$ cat src/rtl/mpmc11_pkg.sv
`default_nettype none
// ============================================================================
// Module   : mpmc11_pkg
// Purpose  : Shared types and constants for the mpmc11 controller slice:
//            controller state encoding, timeout-responder state encoding,
//            and the timeout bit position.
// Revision : 1.0 - initial release
// ============================================================================
package mpmc11_pkg;

  // Main controller state machine encoding.
  typedef enum logic [3:0] {
    IDLE        = 4'd0,
    ACTIVATE    = 4'd1,
    READ_CMD    = 4'd2,
    READ_DATA   = 4'd3,
    WRITE_CMD   = 4'd4,
    WRITE_DATA0 = 4'd5,
    WRITE_DATA1 = 4'd6,
    PRECHARGE   = 4'd7,
    REFRESH     = 4'd8
  } mpmc11_state_t;

  // Timeout responder state machine encoding.
  typedef enum logic [2:0] {
    TO_MON    = 3'd0,
    TO_ABORT  = 3'd1,
    TO_DRAIN  = 3'd2,
    TO_REPORT = 3'd3,
    TO_HOLD   = 3'd4
  } mpmc11_to_state_t;

  // Bit of the 16-bit timeout count that flags a timeout (512 cycles).
  localparam int MPMC11_TO_BIT   = 9;
  localparam int MPMC11_TO_CNT_W = 16;

  // One-hot mask selecting the timeout bit of the count.
  function automatic logic [MPMC11_TO_CNT_W-1:0] to_mask(input int bit_idx);
    return MPMC11_TO_CNT_W'(1) << bit_idx;
  endfunction

endpackage
`default_nettype wire

$ cat src/rtl/mpmc11_to_recover_if.sv
`default_nettype none
// ============================================================================
// Module   : mpmc11_to_recover_if
// Purpose  : Bundle between the timeout responder, the controller FSM,
//            the timeout counter and the channel arbiter.
//            master = responder side, slave = environment side.
// Revision : 1.0 - initial release
// ============================================================================
interface mpmc11_to_recover_if;
  import mpmc11_pkg::*;

  mpmc11_state_t state;
  mpmc11_state_t prev_state;
  logic [15:0]   to_cnt;
  logic [3:0]    cur_ch;
  logic          force_idle;
  logic          busy;
  logic          err_valid;
  logic          err_ack;
  logic [3:0]    err_ch;
  mpmc11_state_t err_state;
  logic          fatal;
  logic [7:0]    to_events;

  modport master (
    input  state, prev_state, to_cnt, cur_ch, err_ack,
    output force_idle, busy, err_valid, err_ch, err_state, fatal, to_events
  );

  modport slave (
    output state, prev_state, to_cnt, cur_ch, err_ack,
    input  force_idle, busy, err_valid, err_ch, err_state, fatal, to_events
  );

endinterface
`default_nettype wire

$ cat src/rtl/mpmc11_sat_cnt.sv
`default_nettype none
// ============================================================================
// Module   : mpmc11_sat_cnt
// Purpose  : Generic up-counter with synchronous clear that sticks at MAX.
//            Clear has priority over increment.
// Revision : 1.0 - initial release
// ============================================================================
module mpmc11_sat_cnt #(
  parameter int WIDTH = 8,
  parameter int MAX   = (1 << WIDTH) - 1
) (
  input  wire logic             clk,
  input  wire logic             rst,
  input  wire logic             clr,
  input  wire logic             inc,
  output logic      [WIDTH-1:0] count
);

  localparam logic [WIDTH-1:0] MAX_V = WIDTH'(MAX);

  // Count up on inc, hold at MAX, return to zero on clr or reset.
  always_ff @(posedge clk or posedge rst) begin
    if (rst) begin
      count <= '0;
    end else if (clr) begin
      count <= '0;
    end else if (inc && (count != MAX_V)) begin
      count <= count + 1'b1;
    end
  end

endmodule
`default_nettype wire

$ cat src/rtl/mpmc11_to_recover.sv
`default_nettype none
// ============================================================================
// Module   : mpmc11_to_recover
// Purpose  : Timeout responder for the mpmc11 controller. Spots a controller
//            state that has stalled, pulses force_idle, waits for IDLE (or
//            flags fatal), reports channel/state to the arbiter and then
//            holds off before re-arming.
// Revision : 1.0 - initial release
// ============================================================================
module mpmc11_to_recover
  import mpmc11_pkg::*;
#(
  parameter int TO_BIT    = MPMC11_TO_BIT,
  parameter int DRAIN_MAX = 64,
  parameter int HOLDOFF   = 16
) (
  input wire logic             clk,
  input wire logic             rst,
  mpmc11_to_recover_if.master  bus
);

  localparam int DRAIN_W = $clog2(DRAIN_MAX) + 1;
  localparam int HOLD_W  = $clog2(HOLDOFF) + 1;

  localparam logic [DRAIN_W-1:0] DRAIN_LAST = DRAIN_W'(DRAIN_MAX - 1);
  localparam logic [HOLD_W-1:0]  HOLD_LAST  = HOLD_W'(HOLDOFF - 1);
  localparam logic [15:0]        TO_MASK    = to_mask(TO_BIT);

  mpmc11_to_state_t   fsm;
  mpmc11_to_state_t   fsm_next;

  logic               timeout;
  logic               latch_err;
  logic               event_inc;
  logic               drain_clr;
  logic               drain_inc;
  logic               fatal_set;
  logic               hold_clr;
  logic               hold_inc;
  logic [DRAIN_W-1:0] drain_cnt;
  logic [HOLD_W-1:0]  hold_cnt;

  // Stall: the timeout bit is up while the controller sits in one non-IDLE state.
  assign timeout = ((bus.to_cnt & TO_MASK) != '0) &&
                   (bus.state != IDLE) &&
                   (bus.state == bus.prev_state);

  // Responder state register.
  always_ff @(posedge clk or posedge rst) begin
    if (rst) begin
      fsm <= TO_MON;
    end else begin
      fsm <= fsm_next;
    end
  end

  // Next-state and counter/latch control.
  always_comb begin
    fsm_next  = fsm;
    latch_err = 1'b0;
    event_inc = 1'b0;
    drain_clr = 1'b0;
    drain_inc = 1'b0;
    fatal_set = 1'b0;
    hold_clr  = 1'b0;
    hold_inc  = 1'b0;
    case (fsm)
      TO_MON: begin
        if (timeout) begin
          latch_err = 1'b1;
          event_inc = 1'b1;
          fsm_next  = TO_ABORT;
        end
      end
      TO_ABORT: begin
        drain_clr = 1'b1;
        fsm_next  = TO_DRAIN;
      end
      TO_DRAIN: begin
        if (bus.state == IDLE) begin
          fsm_next = TO_REPORT;
        end else if (drain_cnt == DRAIN_LAST) begin
          // Controller never came back; still report so the arbiter learns the channel.
          fatal_set = 1'b1;
          fsm_next  = TO_REPORT;
        end else begin
          drain_inc = 1'b1;
        end
      end
      TO_REPORT: begin
        if (bus.err_valid && bus.err_ack) begin
          hold_clr = 1'b1;
          fsm_next = TO_HOLD;
        end
      end
      TO_HOLD: begin
        if (hold_cnt == HOLD_LAST) begin
          fsm_next = TO_MON;
        end else begin
          hold_inc = 1'b1;
        end
      end
      default: begin
        fsm_next = TO_MON;
      end
    endcase
  end

  // Registered handshake/control outputs, decoded from the upcoming state.
  always_ff @(posedge clk or posedge rst) begin
    if (rst) begin
      bus.force_idle <= 1'b0;
      bus.busy       <= 1'b0;
      bus.err_valid  <= 1'b0;
    end else begin
      bus.force_idle <= (fsm_next == TO_ABORT);
      bus.busy       <= (fsm_next != TO_MON);
      bus.err_valid  <= (fsm_next == TO_REPORT);
    end
  end

  // Capture the failing channel/state at detection; held until the next detection.
  always_ff @(posedge clk or posedge rst) begin
    if (rst) begin
      bus.err_ch    <= 4'd0;
      bus.err_state <= IDLE;
    end else if (latch_err) begin
      bus.err_ch    <= bus.cur_ch;
      bus.err_state <= bus.state;
    end
  end

  // Sticky fatal flag; only reset clears it.
  always_ff @(posedge clk or posedge rst) begin
    if (rst) begin
      bus.fatal <= 1'b0;
    end else if (fatal_set) begin
      bus.fatal <= 1'b1;
    end
  end

  mpmc11_sat_cnt #(
    .WIDTH (8),
    .MAX   (255)
  ) u_event_cnt (
    .clk   (clk),
    .rst   (rst),
    .clr   (1'b0),
    .inc   (event_inc),
    .count (bus.to_events)
  );

  mpmc11_sat_cnt #(
    .WIDTH (DRAIN_W),
    .MAX   (DRAIN_MAX - 1)
  ) u_drain_cnt (
    .clk   (clk),
    .rst   (rst),
    .clr   (drain_clr),
    .inc   (drain_inc),
    .count (drain_cnt)
  );

  mpmc11_sat_cnt #(
    .WIDTH (HOLD_W),
    .MAX   (HOLDOFF - 1)
  ) u_hold_cnt (
    .clk   (clk),
    .rst   (rst),
    .clr   (hold_clr),
    .inc   (hold_inc),
    .count (hold_cnt)
  );

endmodule
`default_nettype wire

$ cat src/flat_wrapper.sv
// flat-port wrapper written by rule: the top's interface ports become plain ports
module mpmc11_to_recover_flat import mpmc11_pkg::*;
#(
  parameter int TO_BIT    = MPMC11_TO_BIT,
  parameter int DRAIN_MAX = 64,
  parameter int HOLDOFF   = 16
)
  (clk, rst, bus_state, bus_prev_state, bus_to_cnt, bus_cur_ch, bus_err_ack, bus_force_idle, bus_busy, bus_err_valid, bus_err_ch, bus_err_state, bus_fatal, bus_to_events);
  mpmc11_to_recover_if bus_i ();
  input wire logic clk;
  input wire logic rst;
  input wire logic [$bits(bus_i.state)-1:0] bus_state;
  input wire logic [$bits(bus_i.prev_state)-1:0] bus_prev_state;
  input wire logic [$bits(bus_i.to_cnt)-1:0] bus_to_cnt;
  input wire logic [$bits(bus_i.cur_ch)-1:0] bus_cur_ch;
  input wire logic [$bits(bus_i.err_ack)-1:0] bus_err_ack;
  output wire logic [$bits(bus_i.force_idle)-1:0] bus_force_idle;
  output wire logic [$bits(bus_i.busy)-1:0] bus_busy;
  output wire logic [$bits(bus_i.err_valid)-1:0] bus_err_valid;
  output wire logic [$bits(bus_i.err_ch)-1:0] bus_err_ch;
  output wire logic [$bits(bus_i.err_state)-1:0] bus_err_state;
  output wire logic [$bits(bus_i.fatal)-1:0] bus_fatal;
  output wire logic [$bits(bus_i.to_events)-1:0] bus_to_events;
  assign bus_i.state = bus_state;
  assign bus_i.prev_state = bus_prev_state;
  assign bus_i.to_cnt = bus_to_cnt;
  assign bus_i.cur_ch = bus_cur_ch;
  assign bus_i.err_ack = bus_err_ack;
  assign bus_force_idle = bus_i.force_idle;
  assign bus_busy = bus_i.busy;
  assign bus_err_valid = bus_i.err_valid;
  assign bus_err_ch = bus_i.err_ch;
  assign bus_err_state = bus_i.err_state;
  assign bus_fatal = bus_i.fatal;
  assign bus_to_events = bus_i.to_events;
  mpmc11_to_recover #(.TO_BIT(TO_BIT), .DRAIN_MAX(DRAIN_MAX), .HOLDOFF(HOLDOFF)) u_core (.clk(clk), .rst(rst), .bus(bus_i));
endmodule
$ cat config.mk
export PLATFORM = sky130hd
export DESIGN_NAME = mpmc11_to_recover_flat
export DESIGN_NICKNAME = d
export VERILOG_FILES = /design/src/rtl/mpmc11_pkg.sv /design/src/rtl/mpmc11_to_recover_if.sv /design/src/rtl/mpmc11_sat_cnt.sv /design/src/rtl/mpmc11_to_recover.sv /design/src/flat_wrapper.sv
export SDC_FILE = /design/constraint.sdc
export NUM_CORES = 1
export LEC_CHECK = 0
export ABC_AREA = 1
export CORE_MARGIN = 2
export CORE_UTILIZATION = 44
export DETAILED_ROUTE_END_ITERATION = 12
export PLACE_DENSITY = 0.74
export SLEW_MARGIN = 0
export SYNTH_ARGS = -nofsm -noshare
export SYNTH_HDL_FRONTEND = slang
export SYNTH_SLANG_ARGS = --single-unit
export TNS_END_PERCENT = 10
$ cat constraint.sdc
create_clock -name clk -period 2 [get_ports clk]
set_input_delay 0.2 -clock clk [delete_from_list [all_inputs] [get_ports clk]]
set_output_delay 0.2 -clock clk [all_outputs]
set_load 0.005 [all_outputs]
# Yosys cells after proc, flatten, opt, wreduce, memory -nomap -nowiden
# Cells that the tools add are included.
[totals]
input_bits = 31
out_inout_bits = 20
ff_bits = 35
word_cells = 60
[classes]
muxes = 23
eq_ne = 12
reduce_logical = 12
add_sub_neg = 3
[ops]
columns = ["op", "n"]
rows = [
  ["$mux W3", 5],
  ["$pmux W3 S5", 1],
  ["$mux W7", 2],
  ["$mux W1", 13],
  ["$mux W5", 2],
  ["$eq A3 B2 Y1 const B", 3],
  ["$add A8 B1 Y8 const B", 1],
  ["$ne A8 B8 Y1 const B", 1],
  ["$add A7 B1 Y7 const B", 1],
  ["$eq A7 B6 Y1 const B", 1],
  ["$ne A7 B6 Y1 const B", 1],
  ["$eq A3 B1 Y1 const B", 2],
  ["$logic_and A1 B1 Y1", 6],
  ["$add A5 B1 Y5 const B", 1],
  ["$eq A5 B4 Y1 const B", 1],
  ["$ne A5 B4 Y1 const B", 1],
  ["$eq A4 B4 Y1", 1],
  ["$logic_not A4 Y1", 1],
  ["$reduce_bool A2 Y1", 2],
  ["$reduce_bool A4 Y1", 1],
  ["$eq A3 B3 Y1 const B", 1],
  ["$logic_not A3 Y1", 1],
  ["$reduce_bool A3 Y1", 1],
]

# Logic depth before layout (Yosys ltp)
# Gate-level depths: netlist (run 1).
[depth]
depth_word = 7
ltp_mapped = 11
ltp_nobuf = 11

# Hierarchy
# A second synthesis (run 1) with hierarchy kept.
[hier_totals]
hier_cells = 289
hier_area_um2 = 2082.0
[modules_own_cells]
columns = ["mod", "seq_area_each_um2", "area_per_inst_um2", "instances", "cells_each"]
rows = [
  ["mpmc11_to_recover", 375.4, 849.6, 1, 118],
  ["mpmc11_sat_cnt (u_core.u_event_cnt)", 200.2, 506.7, 1, 69],
  ["mpmc11_sat_cnt (u_core.u_drain_cnt)", 175.2, 454.2, 1, 65],
  ["mpmc11_sat_cnt (u_core.u_hold_cnt)", 125.1, 271.5, 1, 37],
]

# Least setup slack after synthesis (run 1)
# Ideal clock, no wire load.
[synth_timing]
path_type = "register to register"
startpoint = "register u_core.u_hold_cnt.count[0]"
endpoint = "register u_core.u_hold_cnt.count[3]"
required_time_ns = 1.883
setup_ns = 0.117
path_buffers = 0
t_arrival_ns = 1.433
path_stages_with_launch = 11
synth_period_minus_slack_ns = 1.550
path_slack_ns = 0.450
cell_sequence = "dfrtp_1 > ha_1 > nand2_1 > nor2_1 > ha_1 > nor2_2 > nand2_1 > nor2_2 > nand3_1 > nor2_1 > nor2_1"
[synth_via]
elab_chain_len = 5
elab_cells_between_ends = 9
classes_between = "add/sub: 1; eq/ne: 2; mux: 4; reduce/logical: 2"
[synth_rtl]
columns = ["item", "line_no", "source"]
rows = [
  ["from (decl)", "mpmc11_sat_cnt.sv:16", "output logic [WIDTH-1:0] count"],
  ["from (signal assigned)", "mpmc11_sat_cnt.sv:28", "count <= count + 1'b1;"],
  ["branches (longest 5 deep; another with $add A5 B1 Y5)", "n/a", ""],
]
# Parallel ways; which one is timed is not known. The select of a mux whose other input is x is not followed.
# A chain may end at the register's enable or synchronous reset.

# Worst setup path after layout (run 1)
# Ends and elaborated chain as after synthesis.

==> metrics.yaml, run 1 <==
worst_setup_path:
  cp-end-kind: "flop"
  cp.required_ps: 2180
  reg2reg_from: "u_core.u_hold_cnt.count[0]"
  worstPathMaxFanout: 6
  cp.depth: 10
  ff2ff_setup_slack_ps: 280
  crit_path_frequent_cell: "nor2_1"
  reg2reg_to: "u_core.u_hold_cnt.count[3]"
  crit_type: "flop to flop"
  crit_path_end: "u_core.u_hold_cnt.count[3]"
  slowest_delay_ps: 400
  worstRegToRegCells: 10
  worst_path_max_delay_cell: "dfrtp_1"
  crit_buf_inv: 0
  arrival_ps: 1900
  critical-path-top-delay-family: "simple AND/OR/NAND/NOR gates"
  start_kind: "flop"
  path_cells: "ha_1 -> nand2_1 -> nor2_1 -> ha_1 -> nor2_2 -> nand2_1 -> nor2_2 -> nand3_1 -> nor2_1 -> nor2_1"
  startpoint: "u_core.u_hold_cnt.count[0]"
die:
  fp.coreArea_sq_um: 4380
  die_h_um: 71.6
  rows: 24
  dieWidth_um: 71.6
  start_util: 0.458
  die_area_sq_um: 5120
  io_pins: 51
timing:
  tns_ps: 0
  fin_crit_sh: 0.861
  slew_headroom: 0.701
  hold_viol: 0
  fmax_ghz: 0.581
  setup_ws_ps: 278
  min_period_ps: 1720
  final_max_slew_viol_count: 0
  worst_slew_pin_slew_ps: 448
  setup_violations: 0
  finalClockSkew_ps: 5.43
  rsz0062_at_grt: "no"
placed_design:
  place_ws_ps: 260
  hpwl_mm: 3.11
  gp_congestion: 0.834
  io_buffers: 35
grt:
  grt_use_total: 0.186
  overflow: 0
  grt_pass1_vias: 1744
  grt_first_pass_wirelength_mm: 7.47
  antenna_found_initial: 0
  grt_max_degree: 36
logic_synthesis:
  synth_warnings: 0
  synth_seq_cells: 35
  synth_area_sq_um: 2010
  synth_nets: 309
  ys_seq_area_frac: 0.436
  synth_area_per_cell_sq_um: 7.33
  synth_cell_types: 25
  synth_cells: 274
cts:
  tritoncts: "built"
  cts-buffers-inserted: 5
  clock-root-buffer: "clkbuf_8"
  ctsLongestPathBuffers: 2
  htree_num_levels: 2
  post_cts_resized: 0
  worst_skew_pair.late_latency_ps: 290
  hold_buffers: 0
  clkTransAtPathRegs_ps: 70
  cts.sinks: 35
  cts_setup_buffers: 0
route:
  drt-total-wl_mm: 4.23
  drt_iter0_markers: 122
  drt_pass1_iterations: 4
  vias: 1829
  routedWlPerCell_um: 11.4
  drc: 0
  ant_nets: 0
  vias_per_cell: 4.94
layout:
  num-fill-cells: 415
  fin_nets: 352
  area_delta_synth_final_pct: 25.1
  num_antenna_cells: 0
  final_layout_size_suffix_gt1_frac: 0.0943
min_path:
  hold_class: "input port to asynchronous set/reset pin"
flow_run:
  max_cap_viol_count: 0
pwr:
  p_leak_nw: 1.31
  peakVddDrop_mv: 0.573
  p_per_area_nw_per_um2: 1030
run_status:
  status: "finished clean"
## placed cells by master (no fill, tap or decap), drive strengths merged, types with 6 or more instances in the layout
cell type / count
nand4: 18
inv: 36
nor3: 6
dfrtp: 35
nand2: 107
nor2: 29
clkdlybuf4s50: 35
nand3: 17
clkbuf: 6
o21ai: 13
## stage by stage
step / utilization / hold slack (ps) / total power, mW / std cells / cell area, sq um
after floorplan: - / 310 / 1.67 / 274 / 2010
after global placement: 0.554 / 466 / 2.06 / 362 / 2430
after detailed placement: 0.554 / 469 / 2.08 / 362 / 2430
after CTS: 0.573 / 323 / 2.61 / 370 / 2510
after global routing: 0.573 / 378 / 2.80 / 370 / 2510
final: 0.573 / 310 / 2.58 / 370 / 2510
## area by class of cell
cell class	instances	area [sq um]	area share
Multi-Input combinational cell	202	986	0.392
Sequential cell	35	876	0.349
Timing Repair Buffer	37	365	0.145
Inverter	36	135	0.0538
Clock buffer	6	72.6	0.0289
Tap cell	52	65.1	0.0259
Clock inverter	2	12.5	0.00498
## flip-flops by register name, indices dropped and copies added, names as in the netlist
name	flops
u_core.fsm	3
u_core.bus.err_state	4
u_core.bus.force_idle	1
u_core.bus.err_valid	1
u_core.bus.busy	1
u_core.u_hold_cnt.count	5
u_core.bus.fatal	1
u_core.bus.err_ch	4
u_core.u_drain_cnt.count	7
u_core.u_event_cnt.count	8
## where the power goes
| group | total, mW | switching [mW] | internal [mW] |
|---|---|---|---|
| combinational | 0.977 | 0.502 | 0.475 |
| clock | 0.508 | 0.265 | 0.243 |
| sequential | 1.10 | 0.176 | 0.919 |
| total | 2.58 | 0.943 | 1.64 |
## how the worst min path moves through the flow
stage / start / endpoint / slack (ps) / depth (start not counted)
after floorplan: bus_cur_ch[0] / u_core.bus.err_ch[0] / 310 / 2
after global placement: u_core.bus.err_ch[1] / u_core.bus.err_ch[1] / 470 / 2
after detailed placement: u_core.bus.err_ch[1] / u_core.bus.err_ch[1] / 470 / 2
after CTS: rst / u_core.bus.err_ch[3] / 320 / 3
after global routing: rst / u_core.bus.err_ch[3] / 380 / 3
final: rst / u_core.bus.err_state[0] / 310 / 3
## cells in the mapped netlist
master | n | area [sq um]
a21oi_1 | 2 | 10.0
buf_6 | 1 | 11.3
dfrtp_1 | 35 | 876
ha_1 | 4 | 50.1
inv_1 | 32 | 120
inv_2 | 4 | 15.0
nand2_1 | 104 | 390
nand2_2 | 1 | 6.26
nand2_4 | 2 | 22.5
nand3_1 | 16 | 80.1
nand3_2 | 1 | 10.0
nand3b_1 | 1 | 7.51
nand4_1 | 18 | 113
nor2_1 | 23 | 86.3
nor2_2 | 3 | 18.8
nor2_4 | 3 | 33.8
nor3_1 | 4 | 20.0
nor3_2 | 2 | 20.0
o21ai_0 | 4 | 20.0
o21ai_1 | 5 | 25.0
o21ai_2 | 4 | 35.0
o21bai_1 | 1 | 7.51
o22ai_1 | 1 | 6.26
or2_2 | 1 | 6.26
xor2_1 | 2 | 17.5
## per-layer routing
| metal | track usage | part of all wire | vias to the layer above |
|---|---|---|---|
| met3 | 0.0506 | 0.043 | 6 |
| met1 | 0.232 | 0.49 | 827 |
| li1 | - | - | 963 |
| met4 | 0.0713 | 0.017 | 0 |
| met5 | 0 | 0 | - |
| met2 | 0.307 | 0.45 | 33 |
## cells by family after synthesis
family                   synth area share
AND/OR/NAND/NOR                     0.406
flip-flops                          0.436
AO/OA/AOI/OAI                      0.0517
buffers and inverters              0.0729
XOR/XNOR                          0.00872
adder cells (fa/ha/maj)            0.0249
## worst reg2reg max path, stage by stage, from the launching register on
cell and delay [ps]:
dfrtp_1 400, ha_1 220, nand2_1 90, nor2_1 50, ha_1 190, nor2_2 140
nand2_1 150, nor2_2 140, nand3_1 100, nor2_1 90, nor2_1 50
(Power assumes the default switching activity.)
==> run 2, diff against run 1 <==
--- a/config.mk
+++ b/config.mk
@@ -6,6 +6,7 @@
 export NUM_CORES = 1
 export LEC_CHECK = 0
 export ABC_AREA = 1
+export ABC_CLOCK_PERIOD_IN_PS = 2000
 export CORE_MARGIN = 2
 export CORE_UTILIZATION = 44
 export DETAILED_ROUTE_END_ITERATION = 12
==> results of run 2 <==
Same layout as run 1: the final DEF is identical, and so are final timing and power.
